--- config.mk ---
export PLATFORM = sky130hd
export DESIGN_NAME = rv32m_divider
export DESIGN_NICKNAME = d
export VERILOG_FILES = /design/src/rtl/rv32m_divider.sv
export SDC_FILE = /design/constraint.sdc
export NUM_CORES = 1
export LEC_CHECK = 0
export CAP_MARGIN = 20
export CORE_MARGIN = 1
export CORE_UTILIZATION = 40
export CTS_CLUSTER_DIAMETER = 120
export DETAILED_ROUTE_END_ITERATION = 7
export SLEW_MARGIN = 20
export SYNTH_ARGS = -nofsm -noshare
export SYNTH_HDL_FRONTEND = slang
export SYNTH_SLANG_ARGS = --single-unit
--- constraint.sdc ---
create_clock -name i_clk -period 13.6 [get_ports i_clk]
set_input_delay 2.04 -clock i_clk [delete_from_list [all_inputs] [get_ports i_clk]]
set_output_delay 2.04 -clock i_clk [all_outputs]
set_load 0.02 [all_outputs]
--- src/rtl/rv32m_divider.sv ---
// rv32m_divider: iterative radix-2 restoring divider for DIV/DIVU/REM/REMU.
// Works on magnitudes for WIDTH cycles, then applies the RV32M sign rules.
module rv32m_divider #(
   parameter int WIDTH = 32
) (
   input  logic             i_clk,
   input  logic             i_rst_n,
   input  logic             i_start,
   input  logic [1:0]       i_op,
   input  logic [WIDTH-1:0] i_a,
   input  logic [WIDTH-1:0] i_b,
   input  logic             i_flush,
   output logic             o_busy,
   output logic             o_valid,
   output logic [WIDTH-1:0] o_result
);

   localparam int CW = $clog2(WIDTH);
   localparam logic [WIDTH-1:0] MIN_NEG =
      {1'b1, {(WIDTH-1){1'b0}}};

   typedef enum logic [1:0] {
      IDLE = 2'd0,
      CALC = 2'd1,
      DONE = 2'd2
   } state_t;

   state_t           state;
   logic             op_rem;
   logic             is_signed;
   logic             sign_a;
   logic             sign_b;
   logic [WIDTH-1:0] rem;
   logic [WIDTH-1:0] quo;
   logic [WIDTH-1:0] b_mag;
   logic [CW-1:0]    cnt;

   logic             in_signed;
   logic             a_neg;
   logic             b_neg;
   logic [WIDTH-1:0] a_abs;
   logic [WIDTH-1:0] b_abs;
   logic             div_zero;
   logic             ovf;
   logic             special;
   logic [WIDTH-1:0] spec_q;
   logic [WIDTH-1:0] spec_r;
   logic [WIDTH-1:0] spec_res;
   logic             accept;

   logic [WIDTH:0]   rem_sh;
   logic [WIDTH:0]   trial;
   logic [WIDTH-1:0] rem_nxt;
   logic [WIDTH-1:0] quo_nxt;
   logic [WIDTH-1:0] q_fix;
   logic [WIDTH-1:0] r_fix;
   logic [WIDTH-1:0] res_fin;

   // operand decode at issue: magnitudes and the two short-cut cases
   assign in_signed = ~i_op[0];
   assign a_neg     = in_signed & i_a[WIDTH-1];
   assign b_neg     = in_signed & i_b[WIDTH-1];
   assign a_abs     = a_neg ? (~i_a + 1'b1) : i_a;
   assign b_abs     = b_neg ? (~i_b + 1'b1) : i_b;
   assign div_zero  = (i_b == '0);
   assign ovf       = in_signed & (i_a == MIN_NEG) & (i_b == '1);
   assign special   = div_zero | ovf;
   assign spec_q    = div_zero ? '1 : MIN_NEG;
   assign spec_r    = div_zero ? i_a : '0;
   assign spec_res  = i_op[1] ? spec_r : spec_q;

   // a new op may enter whenever the unit is not iterating
   assign accept = i_start & ~i_flush & (state != CALC);

   // one restoring step: shift in next dividend bit, try to subtract
   assign rem_sh  = {rem, quo[WIDTH-1]};
   assign trial   = rem_sh - {1'b0, b_mag};
   assign rem_nxt = trial[WIDTH] ? rem_sh[WIDTH-1:0]
                                 : trial[WIDTH-1:0];
   assign quo_nxt = {quo[WIDTH-2:0], ~trial[WIDTH]};

   // sign fix-up on the value produced by the final step
   assign q_fix   = (is_signed & (sign_a ^ sign_b)) ?
                    (~quo_nxt + 1'b1) : quo_nxt;
   assign r_fix   = (is_signed & sign_a) ?
                    (~rem_nxt + 1'b1) : rem_nxt;
   assign res_fin = op_rem ? r_fix : q_fix;

   // control FSM with registered busy/valid/result
   always_ff @(posedge i_clk or negedge i_rst_n) begin
      if (!i_rst_n) begin
         state     <= IDLE;
         o_busy    <= 1'b0;
         o_valid   <= 1'b0;
         o_result  <= '0;
         op_rem    <= 1'b0;
         is_signed <= 1'b0;
         sign_a    <= 1'b0;
         sign_b    <= 1'b0;
         rem       <= '0;
         quo       <= '0;
         b_mag     <= '0;
         cnt       <= '0;
      end else begin
         unique case (state)
            IDLE, DONE: begin
               state   <= IDLE;
               o_busy  <= 1'b0;
               o_valid <= 1'b0;
               if (accept) begin
                  op_rem    <= i_op[1];
                  is_signed <= in_signed;
                  sign_a    <= i_a[WIDTH-1];
                  sign_b    <= i_b[WIDTH-1];
                  rem       <= '0;
                  quo       <= a_abs;
                  b_mag     <= b_abs;
                  cnt       <= CW'(WIDTH-1);
                  if (special) begin
                     state    <= DONE;
                     o_valid  <= 1'b1;
                     o_result <= spec_res;
                  end else begin
                     state  <= CALC;
                     o_busy <= 1'b1;
                  end
               end
            end
            CALC: begin
               if (i_flush) begin
                  state  <= IDLE;
                  o_busy <= 1'b0;
               end else begin
                  rem <= rem_nxt;
                  quo <= quo_nxt;
                  cnt <= cnt - 1'b1;
                  if (cnt == '0) begin
                     state    <= DONE;
                     o_busy   <= 1'b0;
                     o_valid  <= 1'b1;
                     o_result <= res_fin;
                  end
               end
            end
            default: begin
               state   <= IDLE;
               o_busy  <= 1'b0;
               o_valid <= 1'b0;
            end
         endcase
      end
   end

endmodule

==> results of run 1 <==
## power by group through the flow
stage / clock, mW / combinational [mW] / sequential, mW
2_1_floorplan: 0 / 1.56 / 0.620
3_3_place_gp: 0 / 2.07 / 0.666
3_5_place_dp: 0 / 2.08 / 0.669
4_1_cts: 0.464 / 2.09 / 0.662
6_report: 0.457 / 2.12 / 0.664
5_1_grt: 0.480 / 2.31 / 0.679
## per-stage QoR
stage               hold WS [ns]  cell area, um^2  utilization, %  cells  power, mW
global placement          0.4617            13430           45.18   1986      2.731
detailed placement        0.4633            13430           45.19   1986      2.748
floorplan                 0.4498            12140               -   1565      2.181
finish                    0.4684            13990           47.08   2017      3.238
global route              0.5148            13990           47.08   2017      3.468
CTS                       0.4773            13990           47.06   2017      3.213
## layout by cell type, fill, tap and decap left out, types with 13 or more instances in the layout
master	instances
nand2_1	203
o21ai_0	190
dfrtp_1	141
a21oi_1	125
nor2_1	122
clkdlybuf4s50_1	102
inv_1	66
xnor2_1	65
xor2_1	59
ha_1	39
nor3_1	36
mux2i_1	26
o31ai_1	20
or3_1	20
nand4_1	19
nand3_1	19
nor4_1	18
a31oi_1	18
o211ai_1	18
clkbuf_16	17
buf_4	17
a211oi_1	15
o221ai_1	15
o21ai_1	13
## per-layer routing
layer	wire, um	up-vias	track usage, %	part of all wire [%]
met3	2209	52	3.531	5.3
li1	-	5822	-	-
met4	804	0	7.609	1.9
met5	0	-	0	0
met2	18750	410	42.65	45
met1	19580	5821	39.02	47
## state kept, by name (all words and copies together) (netlist names)
name,cells
o_busy,1
rem,32
op_rem,1
b_mag,32
sign_b,1
is_signed,1
cnt,5
o_valid,1
o_result,32
quo,32
state,2
sign_a,1
## worst min path at each step
stage               cells past startpoint        start     endpoint
floorplan                               2    b_mag[10]    b_mag[10]
global placement                        2    b_mag[26]    b_mag[26]
detailed placement                      2  o_result[3]  o_result[3]
CTS                                     2  o_result[3]  o_result[3]
global route                            2    b_mag[11]    b_mag[11]
finish                                  2  o_result[3]  o_result[3]
## cells by family after synthesis
family	count (synthesis)
xor gates and xnor gates	124
buffers and inverters	156
AOI/OAI and AO/OA	544
DFF	141
adders and majority gates	40
muxes	29
and+or+nand+nor	531
## cell type report
class                      instances  area share (%)
tap                              390           3.488
clock buffer                      19           3.166
sequential                       141           25.22
timing repair buffer             120           8.290
inverter                          67           1.798
multi-input combinational       1268           57.23
clock inverter                    12          0.8138
## critical path, delay by kind of cell
family | cells | cell delay [ns]
AND/OR/NAND/NOR | 5 | 2.19
buffers and inverters | 2 | 0.86
AO/OA/AOI/OAI | 5 | 1.26
==> reports/qor.tcl, run 1 <==
set qor(status) {finished clean}
set qor(rrSetupSlack_ns) 7.83
set qor(post-synth-top-area-fraction_pct) 29.06
set qor(timing.rr.start) {quo[31]}
set qor(grt_start_max_net_pins) 90
set qor(synth_edf_count) 0
set qor(worstPathCellList) {clkdlybuf4s50_1, or4_1, nor4_2, nand3_1, nor4_4, nand2_1, a21oi_2, buf_4, o21ai_0, a21oi_1, a22oi_1, a21bo_2}
set qor(combinational_share_of_power_pct) 65.4
set qor(part_of_the_total_power_dissipated_in_sequential_elements_pct) 20.5
set qor(routed_antenna_nets) 0
set qor(async_flop_share_pct) 100.0
set qor(finalSetupViolations) 0
set qor(area_fraction_in_compound_gates_after_synthesis_pct) 29.12
set qor(area_of_the_die_um2) 31060
set qor(critPathMaxStageDelay_ns) 0.63
set qor(die_width_um) 176.2
set qor(htree_levels) 4
set qor(yosys_warnings) 0
set qor(number_of_max_slew_violations_in_the_final_report) 0
set qor(timing_hold_violations_final) 0
set qor(drv.max_cap_violation_count) 0
set qor(multiplexer_area_fraction_after_synthesis_pct) 2.421
set qor(cts_buffers) 17
set qor(grt_antenna_before_repair) 0
set qor(critical_path_class) {in -> reg}
set qor(cts_tree) {yes}
set qor(clock_path_buffers) 2
set qor(via_per_inst) 6.001
set qor(critical_path_arrival_ns) 6.37
set qor(root_cell_of_the_clock_tree) {clkbuf_16}
set qor(synth_area_leader) {dfrtp_1}
set qor(drc_errors) 0
set qor(seqCellArea_um2) 3528
set qor(pin_count) 104
set qor(synth.distinct_cells) 93
set qor(syn_area_um2) 12140
set qor(std_cell_rows) 63
set qor(p_int_mw) 1.540
set qor(synth_top_cells_by_count) {204 x nand2_1, 190 x o21ai_0, 141 x dfrtp_1, 125 x a21oi_1, 125 x nor2_1}
set qor(pre_cts_slack_ns) 7.201
set qor(numClockSinks) 141
set qor(io_buffers) 103
set qor(detail_route.wirelength_um) 41350
set qor(peakVddDrop_uv) 184.3
set qor(power.net_switching_mw) 1.698
set qor(vias_in_the_first_global_route) 11550
set qor(detailroute.via_count) 12110
set qor(area_delta_synth_final_pct) 15.22
set qor(yosys_register_bits) 141
set qor(most_common_cell_in_the_synthesized_netlist) {nand2_1}
set qor(worstSetupEndpoint) {o_result[25]}
set qor(grt_remaining_overflow) 0
set qor(final_min_period_over_clock_period_pct) 44.08
set qor(timing.fmax_mhz) 166.8
set qor(worstHoldPathType) {reg -> reg}
set qor(cellPowerDensity_nw_per_um2) 231.5
set qor(cp_slowest_cell) {a21oi_2}
set qor(grt_pass1_wl_um) 65910
set qor(post_synth_main_area_contributors) {dfrtp_1 29%, o21ai_0 7.8%, nand2_1 6.3%, a21oi_1 5.2%, xnor2_1 4.7%}
set qor(n_antenna_cell) 0
set qor(period_minus_slack_ns) 5.996
set qor(postSynthAreaPerCell_um2) 7.759
set qor(maxSlewHeadroom_pct) 39.75
set qor(leak_pwr_nw) 5.609
set qor(crit_required_ns) 13.97
set qor(power.share.clock_pct) 14.1
set qor(fin_setup_tns_ns) 0
set qor(crit_path_start_kind) {input pin}
set qor(drive_gt1_share_pct) 5.962
set qor(drt_pre_antenna_iters) 5
set qor(combined_area_of_the_multi_input_logic_cells_um2) 8006
set qor(synth_flop_cell) {dfrtp_1}
set qor(seq_area_frac_synth_pct) 29.06
set qor(setup.worst_path.end_class) {register}
set qor(worstRegToRegCells) 20
set qor(drt_first_iter_violations) 1027
set qor(yosys.area_share.adder_pct) 4.183
set qor(post_route_setup_slack_ns) 7.604
set qor(insertion_delay_ns) 0.43
set qor(worst_setup_hold_path_clk_slew_ns) 0.07
set qor(post_synth_xor_area_fraction_pct) 8.944
set qor(core-area_um2) 29720
set qor(floorplan.initialDensity_pct) 40.86
set qor(reg2reg_to) {o_result[28]}
set qor(setup_repair_after_global_routing_missed_its_margin) {no}
set qor(die_h_um) 176.2
set qor(crit_fanout) 16
set qor(critPathLaunch) {i_b[6]}
set qor(yosys.area_share.simple_pct) 21.02
set qor(wl_per_cell_um) 20.50
set qor(final_net_count) 1725
set qor(grt_util_all_layers_pct) 27.22
set qor(postSynthNetCount) 1675
set qor(power_switching_share_pct) 52.44
set qor(post_cts_resized) 0
set qor(finalClockSkew_ns) 0.01068
set qor(ctsHoldBuffers) 0
set qor(dp_hpwl_um) 31480
set qor(gp_routability_congestion) 0.9060
set qor(post-cts-setup-buffer-count) 0
set qor(gate_count_after_technology_mapping) 1565
set qor(largest_family_of_logic_cells_by_synthesized_area) {compound AO/OA/AOI/OAI gates}
set qor(filler_cell_count) 2977
set qor(worst_slew_pin_slew_ns) 0.8996
Note: power is estimated with default switching activity, not from simulation.
==> inputs of run 2 (changes only) <==
==> constraint.sdc (replaced) <==
create_clock -name i_clk -period 6 [get_ports i_clk]
set_input_delay 0.9 -clock i_clk [delete_from_list [all_inputs] [get_ports i_clk]]
set_output_delay 0.9 -clock i_clk [all_outputs]
set_load 0.02 [all_outputs]
==> run 2 against run 1 <==
Effect of this change:
- core utilization is 0.13 points higher
- register-to-register slack worse by 6.9 ns
- hold slack worse by 0.0027 ns
- global-route usage hardly changed
- routed wire length rose by 0.75%
- worst setup slack got worse by 6.7 ns
- sequential power is 120% higher
- clock power up 140%
- critical path depth is 8 higher
- first-iteration DRC count increased by 15%
- critical path type is now reg -> reg
- largest cell class unchanged
- largest power group unchanged
==> reports/qor.tcl, run 2 (synthesis gave the netlist of run 1 again) <==
set qor(post_route_setup_slack_ns) 0.8814 ;# was 7.604 ns
set qor(critical_path_class) {reg -> reg} ;# was in -> reg
set qor(crit_path_start_kind) {register} ;# was input pin
set qor(hp-start) {o_result[3]} ;# unchanged
set qor(insertion_delay_ns) 0.44 ;# was 0.43 ns
set qor(critPathBufInv) 2 ;# unchanged
set qor(worst_setup_hold_path_clk_slew_ns) 0.07 ;# about the same
set qor(commonest_non_fill_non_tap_cell_in_the_layout) {nand2_1} ;# unchanged
set qor(worst_slew_pin_slew_ns) 1.095 ;# was 0.8996 ns
set qor(critical_path_arrival_ns) 5.47 ;# was 6.37 ns
set qor(finalSetupViolations) 0 ;# unchanged
set qor(fin_cells) 2020 ;# was 2017
set qor(grt_pass1_wl_um) 65780 ;# was 65910 um
set qor(area_delta_synth_final_pct) 15.55 ;# was 15.22%
set qor(gp_routability_congestion) 0.8980 ;# was 0.9060
set qor(fin_setup_tns_ns) 0 ;# unchanged
set qor(dp_hpwl_um) 31710 ;# was 31480 um
set qor(peakVddDrop_uv) 391.7 ;# was 184.3 uV
set qor(wirelength_met1_um) 19470 ;# was 19580 um
set qor(timing.fmax_mhz) 195.4
set qor(critPathMaxStageDelay_ns) 0.58 ;# was 0.63 ns
set qor(drive_gt1_share_pct) 6.074 ;# was 5.962%
set qor(critical_path.most_common_cell) {ha_1}
set qor(final_min_period_over_clock_period_pct) 85.31
set qor(drv.max_cap_violation_count) 0 ;# unchanged
set qor(leak_pwr_nw) 5.638 ;# was 5.609 nW
set qor(cp_num_cells) 20 ;# was 12
set qor(worstHoldPathType) {reg -> reg} ;# unchanged
set qor(postLayoutCellArea_um2) 14030 ;# was 13990 um^2
set qor(wl_met3_um) 2420 ;# was 2209 um
set qor(numClockSinks) 141 ;# unchanged
set qor(grt_util_all_layers_pct) 27.26 ;# was 27.22%
set qor(grt_antenna_before_repair) 0 ;# unchanged
set qor(number_of_max_slew_violations_in_the_final_report) 0 ;# unchanged
set qor(top_layer) {met4} ;# unchanged
set qor(cts_tree) {yes} ;# unchanged
set qor(htree_levels) 4 ;# unchanged
set qor(dp.cells) 1988 ;# was 1986
set qor(setup_repair_after_global_routing_missed_its_margin) {no} ;# unchanged
set qor(root_cell_of_the_clock_tree) {clkbuf_16} ;# unchanged
set qor(wl_per_cell_um) 20.62 ;# was 20.50 um
set qor(fin_util_pct) 47.21 ;# was 47.08%
set qor(n_antenna_cell) 0 ;# unchanged
set qor(std_cell_rows) 63 ;# unchanged
set qor(maxSlewHeadroom_pct) 26.84 ;# was 39.75%
set qor(routed-wl-met2_um) 18960 ;# was 18750 um
set qor(routed_antenna_nets) 0 ;# unchanged
set qor(crit_fanout) 16 ;# unchanged
set qor(timing.rr.start) {quo[31]} ;# unchanged
set qor(worstRegToRegCells) 20 ;# unchanged
set qor(whs_path_depth) 2 ;# unchanged
set qor(post_cts_resized) 0 ;# unchanged
set qor(post-cts-setup-buffer-count) 0 ;# unchanged
set qor(cp_top_family) {compound AO/OA/AOI/OAI gates} ;# was simple AND/OR/NAND/NOR gates
set qor(cts_buffers) 17 ;# unchanged
set qor(finalClockSkew_ns) 0.01772 ;# was 0.01068 ns
set qor(hold_ws_ns) 0.4657 ;# was 0.4684 ns
set qor(placed_area_um2) 13440 ;# was 13430 um^2
set qor(grt_start_max_net_pins) 81 ;# was 90
set qor(cp_slowest_cell) {or4_1} ;# was a21oi_2
set qor(vias_in_the_first_global_route) 11280 ;# was 11550
set qor(pin_count) 104 ;# unchanged
set qor(die_width_um) 176.2 ;# unchanged
set qor(drc_errors) 0 ;# unchanged
set qor(detail_route.wirelength_um) 41660 ;# was 41350 um
set qor(total_power_mw) 7.460 ;# was 3.238 mW
set qor(grt_remaining_overflow) 0 ;# unchanged
set qor(worstPathCellList) {inv_1, ha_1, fa_1, nor2b_4, o31a_1, o21ai_4, o211ai_4, a31o_2, nor2_4, inv_2, nor2_1, a21oi_1, ha_1, nand3_1, or4_1, a22oi_2, and4_1, a31oi_1, xor2_1, o211ai_1} ;# was clkdlybuf4s50_1, or4_1, nor4_2, nand3_1, nor4_4, nand2_1, a21oi_2, buf_4, o21ai_0, a21oi_1, a22oi_1, a21bo_2
set qor(ctsHoldBuffers) 0 ;# unchanged
set qor(floorplan.initialDensity_pct) 40.86 ;# unchanged
set qor(io_buffers) 103 ;# unchanged
set qor(drt_pre_antenna_iters) 8 ;# was 5
set qor(detailroute.via_count) 12160 ;# was 12110
set qor(critPathLaunch) {quo[31]} ;# was i_b[6]
set qor(mostFrequentLayoutCells) {204 x nand2_1, 190 x o21ai_0, 141 x dfrtp_1, 125 x a21oi_1, 123 x nor2_1} ;# was 203 x nand2_1, 190 x o21ai_0, 141 x dfrtp_1, 125 x a21oi_1, 122 x nor2_1
set qor(setup.worst_path.end_class) {register} ;# unchanged
set qor(die_h_um) 176.2 ;# unchanged
set qor(area_of_the_die_um2) 31060 ;# unchanged
set qor(clock_path_buffers) 2 ;# unchanged
set qor(period_minus_slack_ns) 5.119
set qor(cellPowerDensity_nw_per_um2) 531.7 ;# was 231.5 nW/um^2
set qor(status) {finished clean} ;# unchanged
set qor(core-area_um2) 29720 ;# unchanged
set qor(timing_hold_violations_final) 0 ;# unchanged
set qor(final_net_count) 1727 ;# was 1725
set qor(pre_cts_slack_ns) 0.7495 ;# was 7.201 ns
set qor(crit_required_ns) 6.35 ;# was 13.97 ns
set qor(via_per_inst) 6.018 ;# was 6.001
set qor(drt_first_iter_violations) 1177 ;# was 1027
run 2: cell types whose count changed in the layout (fill, tap and decap cells not counted):
cell	before	now
nor2_1	122	123
nand2_2	1	0
clkbuf_1	1	0
inv_6	4	5
nand2_1	203	204
clkinv_4	1	2
inv_8	0	3
clkinvlp_4	4	3
buf_4	17	19
nor2_2	1	0
clkinv_2	2	0
run 2: layout make-up:
type	instances	area [um^2]
fill	2965	15690
multi-input combinational	1268	8001
sequential	141	3528
timing repair buffer	122	1175
tap	390	488.0
clock buffer	18	439.2
inverter	67	251.5
clock inverter	14	147.6
run 2: final timing paths:
check	to	slack, ns
worst max-delay path	o_result[28]	0.88
worst min-delay path	o_result[3]	0.47
worst max register to register	o_result[28]	0.88
worst min register to register	o_result[3]	0.47
max in group asynchronous	o_result[15]	4.06
min in group asynchronous	b_mag[16]	0.52
run 2: power breakdown:
group,internal (mW),switching [mW]
combinational,1.74,3.14
clock,0.598,0.498
sequential,1.18,0.302
total,3.52,3.94
run 2: routing by layer:
layer	vias to the layer above	GRT usage [%]
li1	5825	-
met1	5826	39.64
met2	450	42.52
met3	56	2.606
met4	0	8.116
met5	-	0
run 2: worst reg2reg max path, cell delays in order, from the launching register on:
cell	delay [ns]
dfrtp_1	0.41
inv_1	0.08
ha_1	0.25
fa_1	0.47
nor2b_4	0.17
o31a_1	0.33
o21ai_4	0.14
o211ai_4	0.27
a31o_2	0.23
nor2_4	0.05
inv_2	0.24
nor2_1	0.08
a21oi_1	0.22
ha_1	0.30
nand3_1	0.14
or4_1	0.58
a22oi_2	0.29
and4_1	0.31
a31oi_1	0.12
xor2_1	0.18
o211ai_1	0.17
==> inputs of run 3 (changes only) <==
--- a/config.mk
+++ b/config.mk
@@ -5,8 +5,6 @@
 export SDC_FILE = /design/constraint.sdc
 export NUM_CORES = 1
 export LEC_CHECK = 0
-export CAP_MARGIN = 20
-export CORE_MARGIN = 1
 export CORE_UTILIZATION = 40
 export CTS_CLUSTER_DIAMETER = 120
 export DETAILED_ROUTE_END_ITERATION = 7
==> results of run 3 <==
Final layout, timing and power as in run 2 (identical DEF).
